==> config.mk <==
export PLATFORM = sky130hd
export DESIGN_NAME = ace_controller
export DESIGN_NICKNAME = d
export VERILOG_FILES = /design/src/rtl/ace_controller.sv
export SDC_FILE = /design/constraint.sdc
export NUM_CORES = 1
export LEC_CHECK = 0
export CAP_MARGIN = 20
export CORE_AREA = 2 2 108 110
export CTS_CLUSTER_SIZE = 16
export DETAILED_ROUTE_END_ITERATION = 12
export DIE_AREA = 0 0 110 112
export GPL_TIMING_DRIVEN = 0
export MAX_ROUTING_LAYER = met4
export PLACE_DENSITY = 0.8
export SYNTH_ARGS = -nofsm -noshare
export SYNTH_HDL_FRONTEND = slang
export SYNTH_SLANG_ARGS = --single-unit
==> constraint.sdc <==
create_clock -name clk -period 2.6 [get_ports clk]
set_input_delay 0.39 -clock clk [delete_from_list [all_inputs] [get_ports clk]]
set_output_delay 0.39 -clock clk [all_outputs]
set_load 0.005 [all_outputs]
==> src/rtl/ace_controller.sv <==
// ACE master stage below the cache controller: ReadShared line fills, WriteBack
// evictions and CleanUnique invalidations, ending in a one-cycle ace_ready pulse.
module ace_controller #(
  parameter int ADDR_WIDTH = 32,
  parameter int DATA_WIDTH = 32,
  parameter int LINE_BEATS = 4,
  parameter int BEAT_W     = $clog2(LINE_BEATS)
) (
  input  logic                  clk,
  input  logic                  reset,
  input  logic                  read_req,
  input  logic                  write_req,
  input  logic                  invalid_req,
  input  logic [ADDR_WIDTH-1:0] req_addr,
  output logic                  ace_ready,
  output logic                  ace_err,
  output logic                  fill_valid,
  output logic [DATA_WIDTH-1:0] fill_data,
  output logic [BEAT_W-1:0]     fill_beat,
  output logic [BEAT_W-1:0]     wb_beat,
  input  logic [DATA_WIDTH-1:0] wb_data,
  output logic [ADDR_WIDTH-1:0] araddr,
  output logic [7:0]            arlen,
  output logic [3:0]            arsnoop,
  output logic                  arvalid,
  input  logic                  arready,
  input  logic [DATA_WIDTH-1:0] rdata,
  input  logic [3:0]            rresp,
  input  logic                  rlast,
  input  logic                  rvalid,
  output logic                  rready,
  output logic [ADDR_WIDTH-1:0] awaddr,
  output logic [7:0]            awlen,
  output logic [2:0]            awsnoop,
  output logic                  awvalid,
  input  logic                  awready,
  output logic [DATA_WIDTH-1:0] wdata,
  output logic                  wlast,
  output logic                  wvalid,
  input  logic                  wready,
  input  logic [1:0]            bresp,
  input  logic                  bvalid,
  output logic                  bready,
  output logic                  rack,
  output logic                  wack
);

  localparam int OFF_W = $clog2(LINE_BEATS * DATA_WIDTH / 8);
  localparam logic [ADDR_WIDTH-1:0] OFF_MASK  = ADDR_WIDTH'((64'd1 << OFF_W) - 64'd1);
  localparam logic [BEAT_W-1:0]     LAST_BEAT = BEAT_W'(LINE_BEATS - 1);
  localparam logic [7:0]            LINE_LEN  = 8'(LINE_BEATS - 1);

  typedef enum logic [2:0] {
    S_IDLE  = 3'd0,
    S_AR    = 3'd1,
    S_RDATA = 3'd2,
    S_AW    = 3'd3,
    S_WDATA = 3'd4,
    S_BRESP = 3'd5,
    S_DONE  = 3'd6
  } state_t;

  typedef enum logic [1:0] {
    OP_READ  = 2'd0,
    OP_INV   = 2'd1,
    OP_WRITE = 2'd2
  } op_t;

  state_t                state_q;
  op_t                   op_q;
  logic [BEAT_W-1:0]     cnt_q;
  logic                  err_q;
  logic                  ace_ready_q, ace_err_q, rack_q, wack_q;
  logic [ADDR_WIDTH-1:0] araddr_q, awaddr_q;
  logic [7:0]            arlen_q, awlen_q;
  logic [3:0]            arsnoop_q;
  logic [2:0]            awsnoop_q;
  logic                  arvalid_q, rready_q, awvalid_q, wvalid_q, wlast_q, bready_q;
  logic [BEAT_W-1:0]     wb_beat_q;

  logic                  cap_valid_d;
  op_t                   cap_op_d;
  logic [ADDR_WIDTH-1:0] cap_addr_d;
  logic [BEAT_W-1:0]     cnt_inc_d;

  // Only RRESP[1] / BRESP[1] carry meaning for the error flag.
  logic resp_unused_s;
  assign resp_unused_s = ^{rresp[3:2], rresp[0], bresp[0]};

  always_comb begin
    cap_valid_d = write_req | invalid_req | read_req;
    cap_addr_d  = req_addr & ~OFF_MASK;
    cnt_inc_d   = cnt_q + 1'b1;
    if (write_req) begin
      cap_op_d = OP_WRITE;
    end else if (invalid_req) begin
      cap_op_d = OP_INV;
    end else begin
      cap_op_d = OP_READ;
    end
  end

  always_ff @(posedge clk) begin
    if (reset) begin
      state_q     <= S_IDLE;
      op_q        <= OP_READ;
      cnt_q       <= '0;
      err_q       <= 1'b0;
      ace_ready_q <= 1'b0;
      ace_err_q   <= 1'b0;
      rack_q      <= 1'b0;
      wack_q      <= 1'b0;
      araddr_q    <= '0;
      arlen_q     <= 8'd0;
      arsnoop_q   <= 4'd0;
      arvalid_q   <= 1'b0;
      rready_q    <= 1'b0;
      awaddr_q    <= '0;
      awlen_q     <= 8'd0;
      awsnoop_q   <= 3'd0;
      awvalid_q   <= 1'b0;
      wvalid_q    <= 1'b0;
      wlast_q     <= 1'b0;
      bready_q    <= 1'b0;
      wb_beat_q   <= '0;
    end else begin
      case (state_q)
        // DONE doubles as a capture cycle so back-to-back commands skip IDLE.
        S_IDLE, S_DONE: begin
          ace_ready_q <= 1'b0;
          ace_err_q   <= 1'b0;
          rack_q      <= 1'b0;
          wack_q      <= 1'b0;
          if (cap_valid_d) begin
            op_q      <= cap_op_d;
            err_q     <= 1'b0;
            cnt_q     <= '0;
            wb_beat_q <= '0;
            if (cap_op_d == OP_WRITE) begin
              state_q   <= S_AW;
              awvalid_q <= 1'b1;
              awaddr_q  <= cap_addr_d;
              awlen_q   <= LINE_LEN;
              awsnoop_q <= 3'b011;
            end else begin
              state_q   <= S_AR;
              arvalid_q <= 1'b1;
              araddr_q  <= cap_addr_d;
              arlen_q   <= (cap_op_d == OP_INV) ? 8'd0 : LINE_LEN;
              arsnoop_q <= (cap_op_d == OP_INV) ? 4'b1011 : 4'b0001;
            end
          end else begin
            state_q <= S_IDLE;
          end
        end
        S_AR: begin
          if (arready) begin
            arvalid_q <= 1'b0;
            rready_q  <= 1'b1;
            state_q   <= S_RDATA;
          end
        end
        S_RDATA: begin
          if (rvalid) begin
            err_q <= err_q | rresp[1];
            if (rlast) begin
              rready_q    <= 1'b0;
              ace_ready_q <= 1'b1;
              rack_q      <= 1'b1;
              ace_err_q   <= err_q | rresp[1];
              state_q     <= S_DONE;
            end else begin
              cnt_q <= cnt_inc_d;
            end
          end
        end
        S_AW: begin
          if (awready) begin
            awvalid_q <= 1'b0;
            wvalid_q  <= 1'b1;
            wlast_q   <= 1'b0;
            state_q   <= S_WDATA;
          end
        end
        S_WDATA: begin
          if (wready) begin
            if (cnt_q == LAST_BEAT) begin
              wvalid_q <= 1'b0;
              wlast_q  <= 1'b0;
              bready_q <= 1'b1;
              state_q  <= S_BRESP;
            end else begin
              cnt_q     <= cnt_inc_d;
              wb_beat_q <= cnt_inc_d;
              wlast_q   <= (cnt_inc_d == LAST_BEAT);
            end
          end
        end
        S_BRESP: begin
          if (bvalid) begin
            bready_q    <= 1'b0;
            ace_ready_q <= 1'b1;
            wack_q      <= 1'b1;
            ace_err_q   <= err_q | bresp[1];
            err_q       <= err_q | bresp[1];
            state_q     <= S_DONE;
          end
        end
        default: begin
          state_q <= S_IDLE;
        end
      endcase
    end
  end

  assign fill_valid = (state_q == S_RDATA) && rvalid && (op_q == OP_READ);
  assign fill_data  = fill_valid ? rdata : '0;
  assign fill_beat  = fill_valid ? cnt_q : '0;
  assign wdata      = wvalid_q ? wb_data : '0;

  assign ace_ready = ace_ready_q;
  assign ace_err   = ace_err_q;
  assign rack      = rack_q;
  assign wack      = wack_q;
  assign araddr    = araddr_q;
  assign arlen     = arlen_q;
  assign arsnoop   = arsnoop_q;
  assign arvalid   = arvalid_q;
  assign rready    = rready_q;
  assign awaddr    = awaddr_q;
  assign awlen     = awlen_q;
  assign awsnoop   = awsnoop_q;
  assign awvalid   = awvalid_q;
  assign wvalid    = wvalid_q;
  assign wlast     = wlast_q;
  assign bready    = bready_q;
  assign wb_beat   = wb_beat_q;

endmodule

# After elaboration in Yosys (flattened, before gate mapping)
# Index checks and enable logic that the tools add are counted.
[totals] out_inout_bits=166 regBits=89 input_bits=113
[op_classes] bitwise_logic=5 eq_ne=22 reduce_logical=31 n_mux=60 n_addsub=1
[ops] operator="32-bit 2-to-1 mux" n=2
[ops] operator="4-bit AND reduction" n=8
[ops] operator="1-bit 2-to-1 mux" n=26
[ops] operator="3-bit 2-to-1 mux" n=8
[ops] operator="2-bit != test (second input constant)" n=12
[ops] operator="2-bit 2-to-1 mux" n=9
[ops] operator="3-bit one-hot mux with 6 select lines" n=1
[ops] operator="1-bit one-hot mux with 2 select lines" n=8
[ops] operator="2-bit nonzero test" n=8
[ops] operator="3-bit AND reduction" n=4
[ops] operator="3-bit equality test (second input constant)" n=3
[ops] operator="1-bit one-hot mux with 3 select lines" n=3
[ops] operator="7-bit AND reduction" n=1
[ops] operator="2-bit equality test (second input constant)" n=3
[ops] operator="3-bit by 2-bit equality test with 1-bit output (second input constant)" n=2
[ops] operator="2-bit one-hot mux with 3 select lines" n=1
[ops] operator="6-bit AND reduction" n=1
[ops] operator="3-bit nonzero test" n=2
[ops] operator="4-bit 2-to-1 mux" n=1
[ops] operator="1-bit OR" n=4
[ops] operator="2-bit one-hot mux with 2 select lines" n=1
[ops] operator="2-bit AND reduction" n=2
[ops] operator="3-bit by 1-bit equality test with 1-bit output (second input constant)" n=1
[ops] operator="3-bit zero test" n=1
[ops] operator="6 further kinds" n=7

# Logic depth before layout (Yosys ltp)
[depth] ltp_word=6 depth_mapped=7 mapped_depth_nobuf=5

# Worst setup path before layout
# Ideal clock, no wire load.
[synth_path] kind="register to output" from="reg state_q[2]" to="out fill_data[10]" t_arrival_ns=1.462 slack_ns=0.748 required_time_ns=2.210 path_stages_with_launch=7 path_cell_list="dfxtp_1 > buf_2 > nor2b_1 > nand3_1 > nor3_2 > clkbuf_1 > and2_1"
[synth_between] elab_chain_len=4
[synth_lines] element="from (decl)" line_no="69" text="state_t state_q;"
[synth_lines] element="from (signal assigned)" line_no="105" text="state_q <= S_IDLE;"
[synth_lines] element="from (signal assigned)" line_no="140" text="state_q <= S_AW;"
[synth_lines] element="from (signal assigned)" line_no="146" text="state_q <= S_AR;"
[synth_lines] element="3-bit by 2-bit equality test with 1-bit output" line_no="216" text="assign fill_valid = (state_q == S_RDATA) && rvalid && (op_q == OP_READ);"
[synth_lines] element="1-bit logical AND (2 in series)" line_no="216"
[synth_lines] element="32-bit 2-to-1 mux" line_no="217" text="assign fill_data = fill_valid ? rdata : '0;"
[synth_lines] element="to (decl)" line_no="18" text="output logic [DATA_WIDTH-1:0] fill_data,"
# Every way passes these cells.

# Worst setup path after layout
[layout_path] from="reg state_q[0]" to="out fill_data[17]"
# Same word-level chain as after synthesis.

==> results.md <==
- Mapped Area: roughly 3800 µm²
- CP Launch Type: flip-flop
- Worst EP arrival: 2110 ps
- Post-synth cell types: 46
- Peak supply drop: 0.5594 mV
- IO Count: 279
- Seq/Total Area, Yosys: a little over two fifths
- PwrDens: 790.4 nW/µm²
- Share of the cycle needed by the critical path after routing: 96.24%
- Clk_skew: approximately 5.3 ps
- Wirelength per Cell: 15.88 µm
- Main synth FF type: dfxtp_1
- CTS Root Buffer Type: clkbuf_16
- Die height: 112 µm
- Largest net degree at the start of global routing: 16
- Final setup violation count: 0
- Area share of the largest cell type after synthesis: 42.09%
- Std-Cell Core Area: 11,170 µm²
- H-tree levels: 3
- CTS Sinks: 80
- Crit path time final: 2502 ps
- Initial DRC count: 301
- Final RePlAce weighted congestion: roughly 0.90
- Port Buf Inserts: 247
- Clock input transition at the sequential cells of the worst setup and hold paths: 60 ps
- CTS tree: yes
- DIE WIDTH: approximately 110 µm
- Final net count: around 890
- Final Power: 5.462 mW
- CTS buffer count: 9
- DR DRC count: 0
- Rel. slew slack: 62.76%
- Hold_sp: write_req
- Post-Synthesis Cells: 493
- Core Rows: 39
- Syn avg cell area: 7.718 µm²
- Fraction of layout instances using a drive strength above 1: around a tenth
- GRT Overall Usage: 23.77%
- Status: completed
- RSZ-0062 raised after global routing: false
- Die area: between 10,000 and 15,000 µm²
- CP max FO: 10
- Critical path class: flip-flop to output port
- Total grt overflow: 0
- Finished Layout Cells: 924
- Diodes inserted: 0
- Top-count cell post-synth: nand2_1
- Filler cells: between 900 and 1,000
- Detailed Routing Iterations Pass 1: 5
- DR vias/cell: 4.735
- Final Hold Viols: 0
- RR Startpoint: state_q[0]$_SDFFE_PP0P_
- Post-synth EDFFs: 0
- Post-synthesis register bit count: 80
- Pre-CTS WS: -416.8 ps
- Dpl hpwl: approximately 12 mm
- Final worst slack: about 98 ps
- Final Util: 61.84%
- Vias in the first global route: roughly 4,300
- WP data required: 2210 ps
- Post-synth ARST share: 0%
- Critical Path Source: state_q[0]$_SDFFE_PP0P_
- Max-cap violations: 0
- Worst setup EP type: output port
- Met3 routed WL: 1.253 mm
- Placed Cells: between 900 and 1,000
- Vias: approximately 4,400
- Leak: 2.704 nW
- Area Overhead vs Synth: 81.62%
- Ys Warns: 0
- Cts hold-fix bufs: 0
- Fin. max-slew vios: 0
- CTS max path bufs: 2
- Initial Utilization: 34.05%
- Post-synth top cells: nand2_1, dfxtp_1, a21oi_1, and2_1, buf_4
- WHS: 420.6 ps
- Metal-1 WL: 5.822 mm
- WL met2: 7.274 mm
- First-pass GRT wire length: roughly 22 mm
- Top Layer Used: met4
- Achievable Freq: 399.7 MHz
- Initial antenna violation count: 0
- Tightest Pin Transition: 558.6 ps
- ANT nets after route: 0
- Yosys top cell by area: dfxtp_1
- Worst hold path class: input pin to flip-flop
- Top area cells in the synthesized netlist: dfxtp_1, nand2_1, and2_1
- DRT Wirelength: 14.68 mm
- Clk_lat worst skew: 330 ps
## worst max-delay path: stages (launching register included)
cell and delay, ps:
dfxtp_1 300, buf_2 170, inv_2 90, nand3_2 100, nor3_4 190, buf_6 140, clkbuf_8 130, and2_1 150
clkdlybuf4s50_1 510
## flip-flops by register name, indices dropped and copies added (netlist names), 2 cells and up
signal   flops
awaddr      28
op_q         2
state_q      3
arsnoop      2
cnt_q        2
araddr      28
wb_beat      2
## cells in the final DEF (no fill, tap or decap), types with 3 or more instances in the layout
cell             count
clkdlybuf4s50_1    244
nand2_1            127
dfxtp_1             78
a21oi_1             67
and2_1              65
buf_4               31
conb_1              22
clkbuf_1            18
nor2_1              15
buf_2                9
clkbuf_16            9
inv_1                8
o21ai_0              7
mux2i_1              6
nor3_1               4
nand3_1              4
a31oi_1              4
clkbuf_8             3
nand4_1              3
a211oi_1             3
ha_1                 3
## routing by layer
layer | GRT usage (%) | vias to the layer above
met4 | 8.186 | 0
met1 | 26.63 | 2007
met3 | 5.913 | 32
met2 | 40.57 | 194
li1 | - | 2142
met5 | - | -
## cells by family after synthesis
| group | synth area share (%) |
|---|---|
| other | 0.09856 |
| AND/OR/NAND/NOR | 30.42 |
| XOR/XNOR | 0.4605 |
| flip-flops | 42.09 |
| AO/OA/AOI/OAI | 13.88 |
| adder cells (fa/ha/maj) | 1.250 |
| multiplexers | 1.874 |
| buffers and inverters | 9.931 |
## repair_timing
| item | 4_1_cts | 5_1_grt |
|---|---|---|
| pin swaps | 1 | 0 |
| setup endpoints to repair | 35 | 33 |
| setup buffers | 4 | 0 |
| gates cloned | 1 | 0 |
| gates resized for setup | 12 | 6 |
## cell type report
class	count	area, µm²	share of cell area (%)
Clock buffer	10	239.0	3.458
Sequential cell	80	1604	23.21
Clock inverter	6	52.55	0.7605
Inverter	9	33.78	0.4889
Timing Repair Buffer	252	2517	36.43
Buffer	58	361.6	5.233
Multi-Input combinational cell	366	1923	27.83
Tap cell	143	178.9	2.589
## path summary, 6_finish.rpt
check	end	slack (ps)	cells after the start
setup / recovery	fill_data[17]	100	8
hold / removal	op_q[0]$_SDFFE_PP0P_	420	4
setup reg to reg	araddr[26]$_SDFFE_PP0P_	560	7
hold reg to reg	awaddr[30]$_SDFFE_PP0P_	450	2
## metrics by stage
stage / cell area [µm²] / setup TNS, ps
6_report: 6910 / 0
5_1_grt: 6910 / 0
4_1_cts: 6904 / 0
3_5_place_dp: 6535 / -10310
3_3_place_gp: 6535 / -10720
2_1_floorplan: 3884 / 0
## where the power goes
group	internal [mW]	switching [mW]	total (mW)
clock	0.686	0.529	1.22
sequential	1.52	0.198	1.72
combinational	1.32	1.20	2.53
(Power assumes the default switching activity.)
